$ cat config.mk
export PLATFORM = sky130hd
export DESIGN_NAME = mux_sel_ctrl
export DESIGN_NICKNAME = d
export VERILOG_FILES = /design/src/rtl/mux_sel_ctrl.sv
export SDC_FILE = /design/constraint.sdc
export NUM_CORES = 1
export LEC_CHECK = 0
export CORE_MARGIN = 10
export CORE_UTILIZATION = 60
export DETAILED_ROUTE_END_ITERATION = 8
export PLACE_DENSITY = 0.78
export REMOVE_ABC_BUFFERS = 1
export SLEW_MARGIN = 5
export SYNTH_ARGS = -nofsm -noshare
export SYNTH_HDL_FRONTEND = slang
export SYNTH_SLANG_ARGS = --single-unit
$ cat constraint.sdc
create_clock -name clk -period 5.95 [get_ports clk]
set_clock_uncertainty 0.1 [all_clocks]
set_input_delay 1.19 -clock clk [delete_from_list [all_inputs] [get_ports clk]]
set_output_delay 1.19 -clock clk [all_outputs]
set_load 0.03 [all_outputs]
$ cat src/rtl/mux_sel_ctrl.sv
// Select-line controller for a downstream 2:1 mux: a debounced pushbutton toggles the
// select, an optional auto-scan toggles it periodically, and every change emits a one-cycle pulse.
module mux_sel_ctrl #(
    parameter logic [15:0] DEBOUNCE_CYCLES = 16'd50000,
    parameter logic [23:0] SCAN_PERIOD     = 24'd5000000,
    parameter logic        SEL_INIT        = 1'b0
) (
    input  logic clk,
    input  logic rst_n,
    input  logic btn_raw,
    input  logic auto_en,
    output logic sel,
    output logic sel_changed,
    output logic btn_clean
);

    localparam logic [1:0] IDLE        = 2'd0;
    localparam logic [1:0] ARM_PRESS   = 2'd1;
    localparam logic [1:0] PRESSED     = 2'd2;
    localparam logic [1:0] ARM_RELEASE = 2'd3;

    logic        btn_s1_q, btn_s2_q;
    logic [1:0]  state_q, state_d;
    logic [15:0] cnt_q, cnt_d;
    logic        clean_q, clean_d;
    logic        press_q, press_d;
    logic [23:0] scan_q, scan_d;
    logic        sel_q, sel_d;
    logic        chg_q, chg_d;
    logic        scan_tick;
    logic        toggle;

    always_comb begin
        state_d = state_q;
        cnt_d   = cnt_q;
        clean_d = clean_q;
        press_d = 1'b0;
        case (state_q)
            IDLE: begin
                if (btn_s2_q) begin
                    state_d = ARM_PRESS;
                    cnt_d   = 16'd1;
                end
            end
            ARM_PRESS: begin
                if (!btn_s2_q) begin
                    state_d = IDLE;
                    cnt_d   = '0;
                end else if (cnt_q == DEBOUNCE_CYCLES - 16'd1) begin
                    state_d = PRESSED;
                    clean_d = 1'b1;
                    press_d = 1'b1;
                end else begin
                    cnt_d = cnt_q + 16'd1;
                end
            end
            PRESSED: begin
                if (!btn_s2_q) begin
                    state_d = ARM_RELEASE;
                    cnt_d   = 16'd1;
                end
            end
            default: begin
                if (btn_s2_q) begin
                    state_d = PRESSED;
                    cnt_d   = '0;
                end else if (cnt_q == DEBOUNCE_CYCLES - 16'd1) begin
                    state_d = IDLE;
                    clean_d = 1'b0;
                end else begin
                    cnt_d = cnt_q + 16'd1;
                end
            end
        endcase
    end

    // A press restarts the scan period, so a coincident tick still yields a single toggle.
    always_comb begin
        scan_tick = auto_en && (scan_q == SCAN_PERIOD - 24'd1);
        toggle    = press_q | scan_tick;
        scan_d    = (!auto_en || press_q || scan_tick) ? '0 : scan_q + 24'd1;
        sel_d     = sel_q ^ toggle;
        chg_d     = toggle;
    end

    always_ff @(posedge clk or negedge rst_n) begin
        if (!rst_n) begin
            btn_s1_q <= 1'b0;
            btn_s2_q <= 1'b0;
            state_q  <= IDLE;
            cnt_q    <= '0;
            clean_q  <= 1'b0;
            press_q  <= 1'b0;
            scan_q   <= '0;
            sel_q    <= SEL_INIT;
            chg_q    <= 1'b0;
        end else begin
            btn_s1_q <= btn_raw;
            btn_s2_q <= btn_s1_q;
            state_q  <= state_d;
            cnt_q    <= cnt_d;
            clean_q  <= clean_d;
            press_q  <= press_d;
            scan_q   <= scan_d;
            sel_q    <= sel_d;
            chg_q    <= chg_d;
        end
    end

    assign sel         = sel_q;
    assign sel_changed = chg_q;
    assign btn_clean   = clean_q;

endmodule

==> metrics.md, run 1 <==
| Metric | Value |
|---|---|
| RSZ-0062 raised after global routing | false |
| CTS clk-pin slew, worst paths | 0.08 ns |
| Routed WL per cell | 14.8 um |
| Vias in the first global route | between 1500 and 2000 |
| Initial antenna violation count | 0 |
| Clk_lat worst skew | 0.30 ns |
| H-tree levels | 2 |
| Die Footprint | 0.00721 sq mm |
| Filler cells | 325 |
| Final WL | about 4600 um |
| EDFF count, synth | 0 |
| Hold Path Origin | btn_s1_q |
| CTS Hold Bufs | 0 |
| Crit path required time | 6.03 ns |
| Crit start category | primary input |
| Initial core utilization | a little over three fifths |
| Nets | about 270 |
| Final setup TNS | 0 ns |
| Total GRT Usage | 13.3% |
| Share of synthesized registers carrying an async set or reset | 100% |
| Worst slew pin tran | between 1 and 1.5 ns |
| Hold Slack | 0.262 ns |
| Top Layer Used | met4 |
| DR iter-0 viols | 117 |
| GP Congestion | about 0.77 |
| Internal | 483 uW |
| Clk buf depth | 2 |
| Hold path depth | 0 |
| P_sw | 223 uW |
| Worst reg-to-reg path cell count | 6 |
| Maximum VDD drop | 0.000217 V |
| Vias | 1916 |
| Synth Area per Inst | 9.83 sq um |
| Distinct cells, synth | between 40 and 50 |
| Pwr Density | 262 mW/mm^2 |
| Antenna viol nets, final | 0 |
| Met1 WL | around 2300 um |
| Post-Place Cell Area | 0.00262 sq mm |
| Antenna cells | 0 |
| Sw Ratio | between 30% and 40% |
| Peak Freq | between 300 and 400 MHz |
| Remaining Overflow, GRT | 0 |
| Synthesized netlist cell count | 257 |
| First-pass GRT wire length | 8180 um |
| Number of top-level pins | 7 |
| Mapped cell area | 0.00253 sq mm |
| Core area | 0.00403 sq mm |
| Residual DRC | 0 |
| Final max-slew violation count | 0 |
| WL met3 | around 240 um |
| Met2 WL | roughly 2000 um |
| Row cnt | 23 |
| Post-synthesis register bit count | between 40 and 50 |
| Largest net degree at the start of global routing | 49 |
| Sequential cell area | around 0.0012 sq mm |
| Fin util | 67.0% |
| Num CTS Buffers | 5 |
| Hold crit path type | reg2reg |
| Synthesis-to-finish area growth | 6.78% |
| Critical path endpoint category | register |
| Input/output buffers | 6 |
| DR vias/cell | 6.12 |
| Die height | approximately 85 um |
| LEAKAGE | 0.00103 uW |
| Tcrit/Tclk final | 49.8% |
| Flop-to-flop setup slack | 3.62 ns |
| Clk network pwr share | 26.1% |
| Root buffer cell | clkbuf_8 |
| Critical path class | in2reg |
| Area occupied by multi-input gates | between 0.001 and 0.0015 sq mm |
| Sequential fraction of the synthesis area | a little under half |
| # resized after CTS | 0 |
| Max Cap Viol | 0 |
| Worst r2r dst | cnt_q[11] |
| Ys flop type | dfrtp_1 |
| Clock Sink Count | 48 |
| Finished layout cell area | 0.00270 sq mm |
| DP HPWL | around 3200 um |
| CP Max Fanout | 15 |
| Setup bufs post-CTS | 0 |
| Worst r2r src | state_q[0] |
| Yosys warnings | 0 |
| Ratio of cells with drive above 1 in the final layout | 7.98% |
| TritonCTS clock tree | done |
| Max reg flops | 24 |
| # setup viols final | 0 |
| Biggest register | scan_q |
| Worst hold endpoint | btn_s2_q |
| Logic pwr share | between 20% and 30% |
| Top flop regs | scan_q x24, cnt_q x16 |
| WP data arrival | just over 3 ns |
| Sequential power share | 51.2% |
| 1st-pass router iterations | 4 |
| Final hold violation count | 0 |
| Total power | 706 uW |
| Post-layout minimum cycle time | 2.97 ns |
| Status | completed |
| Die Wd | 84.9 um |
| Slew headroom | 30.3% |
==> critical path: stages <==
cell and delay, ns:
clkdlybuf4s50_1 0.46, and4bb_2 0.22, nand4_1 0.13, o31ai_2 0.62, buf_4 0.34, nor2_1 0.07
==> synthesized netlist by cell type, types with 2 or more instances <==
master / instances / share of area [%]
nor3_1: 4 / 0.79
nand3b_1: 2 / 0.59
clkbuf_1: 5 / 0.74
buf_2: 2 / 0.40
o41ai_1: 2 / 0.69
xor2_1: 3 / 1.0
or2_2: 2 / 0.49
dfrtp_1: 48 / 48
ha_1: 6 / 3.0
xnor2_1: 14 / 4.9
nor4bb_1: 2 / 0.79
o21ai_0: 12 / 2.4
inv_1: 11 / 1.6
or4_1: 8 / 2.4
nor2_1: 21 / 3.1
nand3_1: 11 / 2.2
or3_1: 10 / 2.5
o31ai_1: 12 / 3.6
nor4_1: 5 / 1.2
mux2_2: 2 / 0.89
and3_1: 6 / 1.5
nand2_1: 12 / 1.8
nor4b_1: 3 / 1.0
nand4_1: 12 / 3.0
and4_1: 3 / 1.0
a21oi_1: 22 / 4.4
==> cell type report <==
class,instances,area share (%)
multi-input cells,190,46.3
flip-flops and latches,48,44.5
clock buffers,5,2.55
repair buffers,7,2.32
well taps,50,2.32
inverters,11,1.53
clock inverters,2,0.464
==> power by group through the flow <==
stage	registers, uW	logic [uW]	clock network [uW]
3_3_place_gp	367	157	0
6_report	361	160	184
5_1_grt	365	180	202
2_1_floorplan	363	121	0
3_5_place_dp	368	161	0
4_1_cts	361	161	192
==> layout by cell type, fill, tap and decap left out, drive strengths merged, types with 9 or more instances in the layout <==
| cell | instances |
|---|---|
| or4 | 9 |
| nand4 | 13 |
| xnor2 | 14 |
| dfrtp | 48 |
| inv | 11 |
| or3 | 12 |
| o21ai | 12 |
| o31ai | 12 |
| nor2 | 21 |
| nand3 | 11 |
| a21oi | 23 |
| nand2 | 12 |
==> cell families after synthesis <==
group,share of synthesized area (%)
XOR/XNOR,5.89
AND/OR/NAND/NOR,26.0
AO/OA/AOI/OAI,12.9
adder cells (fa/ha/maj),2.97
buffers and inverters,3.22
multiplexers,1.44
flip-flops,47.5
==> metal layers <==
layer  vias up  track usage, %
li1        967               -
met1       901            18.2
met2        44            19.6
met3         4            3.63
met4         0            4.64
met5         -               0
==> stage by stage <==
stage / std cells / setup slack [ns]
finish: 313 / 2.98
floorplan: 249 / 2.61
global placement: 306 / 2.74
detailed placement: 306 / 2.69
CTS: 313 / 3.02
global route: 313 / 2.90
==> worst max path at each step <==
| stage | start | end | slack, ns | cells after the start |
|---|---|---|---|---|
| 4_1_cts | auto_en | scan_q[4] | 3.02 | 6 |
| 5_1_grt | auto_en | scan_q[4] | 2.90 | 6 |
| 3_3_place_gp | auto_en | scan_q[7] | 2.74 | 6 |
| 2_1_floorplan | auto_en | scan_q[10] | 2.61 | 4 |
| 3_5_place_dp | auto_en | scan_q[4] | 2.69 | 6 |
| 6_report | auto_en | scan_q[4] | 2.98 | 6 |
No activity file was read; power rests on OpenSTA's default activity.
==> run 2: changes to the inputs <==
--- a/config.mk
+++ b/config.mk
@@ -6,9 +6,9 @@
 export NUM_CORES = 1
 export LEC_CHECK = 0
 export CORE_MARGIN = 10
-export CORE_UTILIZATION = 60
+export CORE_UTILIZATION = 55
 export DETAILED_ROUTE_END_ITERATION = 8
-export PLACE_DENSITY = 0.78
+export PLACE_DENSITY = 0.75
 export REMOVE_ABC_BUFFERS = 1
 export SLEW_MARGIN = 5
 export SYNTH_ARGS = -nofsm -noshare
==> constraint.sdc (replaced) <==
create_clock -name clk -period 2.6 [get_ports clk]
set_clock_uncertainty 0.1 [all_clocks]
set_input_delay 0.52 -clock clk [delete_from_list [all_inputs] [get_ports clk]]
set_output_delay 0.52 -clock clk [all_outputs]
set_load 0.03 [all_outputs]
==> run 2 against run 1 <==
- worst hold slack lost 0.19 ns
- sequential cell count is the same
- die area grew 6.9%
- count of clock-buffer cells in the layout grew 3
- first-iteration DRC count grew 35%
- combinational power grew 140%
- sequential power grew 130%
- wire length grew 6.2%
- non-clock buffer count grew 6
- largest power group unchanged
==> metrics.md, run 2 (synthesis gave the netlist of run 1 again) <==
| Metric | Value |
|---|---|
| Status | completed |
| Crit path required time | 2.73 ns |
| Worst slew pin tran | 0.572 ns |
| Largest net degree at the start of global routing | 23 |
| Clk buf depth | 2 |
| Biggest register | scan_q |
| Post-layout minimum cycle time | 2.18 ns |
| Die Footprint | roughly 0.0077 sq mm |
| Num CTS Buffers | 5 |
| Critical path endpoint category | register |
| GP Congestion | 0.809 |
| Critical path class | reg2reg |
| TritonCTS clock tree | done |
| Placed cells | 314 |
| RSZ-0062 raised after global routing | false |
| CTS Hold Bufs | 0 |
| Initial antenna violation count | 0 |
| DR iter-0 viols | 158 |
| Nets | 279 |
| LEAKAGE | 0.00106 uW |
| CP max stage delay | around 0.55 ns |
| Finished layout cell area | 0.00276 sq mm |
| Final max-slew violation count | 0 |
| Row cnt | 24 |
| Setup WS post-layout | roughly 0.42 ns |
| Place WS | 0.423 ns |
| Top flop regs | scan_q x24, cnt_q x16 |
| Final hold violation count | 0 |
| Slew headroom | between 60% and 70% |
| Final setup TNS | 0 ns |
| Synthesis-to-finish area growth | 9.01% |
| Commonest non-fill, non-tap cell in the layout | dfrtp_1 |
| Antenna cells | 0 |
| # resized after CTS | 0 |
| Die height | about 88 um |
| 1st-pass router iterations | 4 |
| Remaining Overflow, GRT | 0 |
| Clk_lat worst skew | 0.31 ns |
| Clock Sink Count | 48 |
| Maximum VDD drop | 0.000648 V |
| CP Max Fanout | 10 |
| Number of top-level pins | 7 |
| Setup bufs post-CTS | 0 |
| Post-Place Cell Area | 0.00267 sq mm |
| Residual DRC | 0 |
| Final WL | 4920 um |
| DR vias/cell | 6.16 |
| Total GRT Usage | around 14% |
| DP HPWL | 3460 um |
| Ratio of cells with drive above 1 in the final layout | around a tenth |
| Tcrit/Tclk final | 83.9% |
| Most frequent cells in the layout | 48 x dfrtp_1, 22 x a21oi_1, 21 x nor2_1, 14 x xnor2_1 |
| Crit start category | register |
| WP data arrival | 2.31 ns |
| Slowest-stage cell, CP | or4_1 |
| Total power | 1670 uW |
| Finished Layout Cells | 322 |
| H-tree levels | 2 |
| Max reg flops | 24 |
| Input/output buffers | 6 |
| Hold crit path type | in2async |
| Peak Freq | 459 MHz |
| Antenna viol nets, final | 0 |
| Die Wd | 87.8 um |
| Pwr Density | 606 mW/mm^2 |
| First-pass GRT wire length | 8750 um |
| Initial core utilization | about 57% |
| # setup viols final | 0 |
| CP cell instances | inv_1, ha_1, mux2i_2, nand4_1, or4_1, a21oi_1 |
| Root buffer cell | clkbuf_8 |
| Vias | 1983 |
| Max Cap Viol | 0 |
| Core area | around 0.0044 sq mm |
| CTS clk-pin slew, worst paths | 0.09 ns |
| Vias in the first global route | 1913 |
| Routed WL per cell | 15.3 um |
==> run 2: changes by cell type in the layout (fill, tap and decap cells not counted), sizes merged <==
| cell | previous run | this run |
|---|---|---|
| clkinvlp | 1 | 0 |
| clkbuf | 5 | 8 |
| clkinv | 1 | 0 |
| buf | 2 | 8 |
==> run 2: layout make-up <==
type / count / area (sq um)
Multi-Input combinational cell: 190 / 1250
Inverter: 11 / 41.3
Tap cell: 52 / 65.1
Sequential cell: 48 / 1200
Fill cell: 364 / 1660
Clock buffer: 8 / 90.1
Timing Repair Buffer: 13 / 108
==> run 2: worst paths after layout <==
path / from / end / slack (ns) / depth (start not counted)
min in group clk: btn_s1_q / btn_s2_q / 0.26 / 0
setup / recovery: state_q[0] / cnt_q[15] / 0.42 / 6
max in group asynchronous: rst_n / scan_q[1] / 1.74 / 2
hold / removal: rst_n / scan_q[23] / 0.07 / 1
hold reg to reg: btn_s1_q / btn_s2_q / 0.26 / 0
setup reg to reg: state_q[0] / cnt_q[15] / 0.42 / 6
==> run 2: through the flow <==
step	utilization, %	hold slack (ns)
2_1_floorplan	-	0.124
3_3_place_gp	60.4	0.235
3_5_place_dp	60.4	0.239
4_1_cts	62.4	0.0833
5_1_grt	62.4	0.0924
6_report	62.4	0.0737
==> run 2: critical path, delay by kind of cell, from the launching register on <==
kind | cells | cell delay, ns
buf+inv | 1 | 0.10
simple gates | 2 | 0.87
compound gates | 1 | 0.15
flops | 1 | 0.40
mux | 1 | 0.23
fa+ha+maj | 1 | 0.26
==> run 2: report_power, final <==
part	leakage (uW)	switching, uW	internal [uW]
clock	0.0000455	238	217
combinational	0.000363	236	153
sequential	0.000652	42.0	785
==> run 2: per-layer routing <==
metal	vias up	GRT usage [%]	wire, um
met5	-	0	0
met4	0	5.80	87
met3	7	3.62	191
met2	30	20.3	2170
met1	967	19.0	2470
li1	979	-	-
==> run 3: changes to the inputs <==
==> constraint.sdc (replaced) <==
create_clock -name clk -period 2 [get_ports clk]
set_clock_uncertainty 0.1 [all_clocks]
set_input_delay 0.4 -clock clk [delete_from_list [all_inputs] [get_ports clk]]
set_output_delay 0.4 -clock clk [all_outputs]
set_load 0.03 [all_outputs]
==> run 3 against run 2 <==
- sequential power rose by 29%
- critical path type unchanged
- cell area up 11%
- register-to-register slack lost 0.34 ns
- first-iteration DRC count up 3.2%
- final cell count rose by 7.5%
- sequential cell count stayed put
- via count rose by 3.4%
- largest cell class unchanged
- highest routed layer unchanged
==> metrics.md, run 3 (synthesis gave the netlist of run 1 again) <==
| Metric | Value |
|---|---|
| Clk network pwr share | 29.5% |
| Root buffer cell | clkbuf_8 |
| Initial antenna violation count | 0 |
| Clock Sink Count | 48 |
| WP data arrival | 2.02 ns |
| Number of top-level pins | 7 |
| Tcrit/Tclk final | 96.0% |
| Crit start category | register |
| Vias | 2051 |
| Flop-to-flop setup slack | 0.08 ns |
| Synthesis-to-finish area growth | 21.2% |
| Ratio of cells with drive above 1 in the final layout | 21.4% |
| Crit path required time | 2.09 ns |
| TritonCTS clock tree | done |
| Total GRT Usage | 14.7% |
| Num CTS Buffers | 5 |
| DP HPWL | 3670 um |
| Antenna cells | 0 |
| Sequential power share | 42.1% |
| CTS clk-pin slew, worst paths | 0.09 ns |
| Worst r2r src | cnt_q[12] |
| Critical path endpoint category | register |
| Die height | 87.8 um |
| Remaining Overflow, GRT | 0 |
| Worst reg-to-reg path cell count | 4 |
| Slew headroom | 75.8% |
| Area occupied by multi-input gates | 0.00131 sq mm |
| Hold crit path type | reg2reg |
| Filler cells | 339 |
| Input/output buffers | 6 |
| Internal | 1780 uW |
| Residual DRC | 0 |
| DR vias/cell | just under 6 |
| Sw Ratio | 30.0% |
| H-tree levels | 2 |
| Largest net degree at the start of global routing | 49 |
| Biggest register | scan_q |
| Worst hold endpoint | btn_s2_q |
| Pwr Density | 831 mW/mm^2 |
| Sequential cell area | roughly 0.0012 sq mm |
| CP Max Fanout | 5 |
| Maximum VDD drop | between 0.0008 and 0.0009 V |
| Post-layout minimum cycle time | 1.92 ns |
| Status | completed |
| Hold Path Origin | btn_s1_q |
| Nets | 303 |
| Vias in the first global route | 1999 |
| Worst slew pin tran | 0.359 ns |
| Final setup TNS | 0 ns |
| Row cnt | 24 |
| Logic pwr share | 28.5% |
| Most frequent cells in the layout | 46 x dfrtp_1, 27 x buf_4, 21 x nor2_1, 20 x a21oi_1, 14 x xnor2_1 |
| Final max-slew violation count | 0 |
| Initial core utilization | 57.3% |
| Final WL | 5360 um |
| Critical path class | reg2reg |
| Antenna viol nets, final | 0 |
| # setup viols final | 0 |
| 1st-pass router iterations | 4 |
| Core area | between 0.004 and 0.005 sq mm |
| GP Congestion | 0.824 |
| Peak Freq | around 520 MHz |
| Total power | 2540 uW |
| Commonest non-fill, non-tap cell in the layout | dfrtp_1 |
| Clk buf depth | 2 |
| Post-Place Cell Area | 0.00284 sq mm |
| Finished layout cell area | 0.00306 sq mm |
| DR iter-0 viols | about 160 |
| Die Wd | 87.8 um |
| LEAKAGE | 0.00121 uW |
| Top flop regs | scan_q x24, cnt_q x16 |
| Clk_lat worst skew | 0.31 ns |
| Max Cap Viol | 0 |
| First-pass GRT wire length | 9180 um |
| P_sw | 764 uW |
| Die Footprint | 0.00771 sq mm |
| Max reg flops | 24 |
| Hold path depth | 0 |
| Routed WL per cell | 15.5 um |
| Final hold violation count | 0 |
## run 3: cell types whose count changed in the layout (fill, tap and decap cells not counted), sizes merged
cell         previous run  this run
buf                     8        31
bufinv                  0         1
clkbuf                  8         6
clkinv                  0         1
dlygate4sd3             0         1
## run 3: area by class of cell
| type | instances | area share, % |
|---|---|---|
| Tap cell | 52 | 2.12 |
| Timing Repair Buffer | 37 | 10.4 |
| Clock buffer | 6 | 2.69 |
| Sequential cell | 48 | 39.3 |
| Inverter | 11 | 1.35 |
| Multi-Input combinational cell | 190 | 42.9 |
| Clock inverter | 2 | 1.27 |
## run 3: worst max-delay path by stage
stage / from / to / slack (ns) / cells after the start
after detailed placement: auto_en / scan_q[15] / -0.08 / 6
final: cnt_q[12] / register / 0.08 / 4
after global placement: auto_en / scan_q[4] / 0.001 / 6
after CTS: register / cnt_q[11] / 0.009 / 6
after global routing: cnt_q[4] / register / -0.002 / 4
after floorplan: scan_q[0] / scan_q[10] / -0.75 / 5
## run 3: metrics by stage
stage                     hold slack (ns)  utilization (%)  setup WS, ns  std cells
after floorplan                   0.00441                -        -0.752        249
after global placement              0.236             64.3      0.000953        334
after detailed placement            0.241             64.3       -0.0774        334
after CTS                           0.263             67.7       0.00922        345
after global routing                0.271             69.4      -0.00198        346
final                               0.260             69.4        0.0794        346
## run 3: worst max-delay path, stage by stage (launching register included)
cell      delay [ns]
dfrtp_1         0.43
nor4bb_2        0.41
nand4_1         0.22
a211oi_1        0.29
mux2_2          0.36
## run 3: timing repair
item                                   4_1_cts  5_1_grt
pin swaps                                    2        1
hold buffers                                 1        0
setup endpoints to repair                    4       34
endpoints found under the hold margin       48        0
setup buffers                                2        1
gates resized for setup                      0       17
## run 3: metal layers
metal / share of wire (%) / track usage (%)
met1: 49 / 20.7
met2: 47 / 21.6
met3: 2.6 / 3.44
met4: 1.3 / 4.78
met5: 0 / 0
## run 3: power by group through the flow
stage	clock network [uW]	logic, uW	registers [uW]
floorplan	0	361	1080
global placement	0	609	1080
detailed placement	0	619	1080
CTS	770	651	1060
global route	806	797	1080
finish	750	724	1070
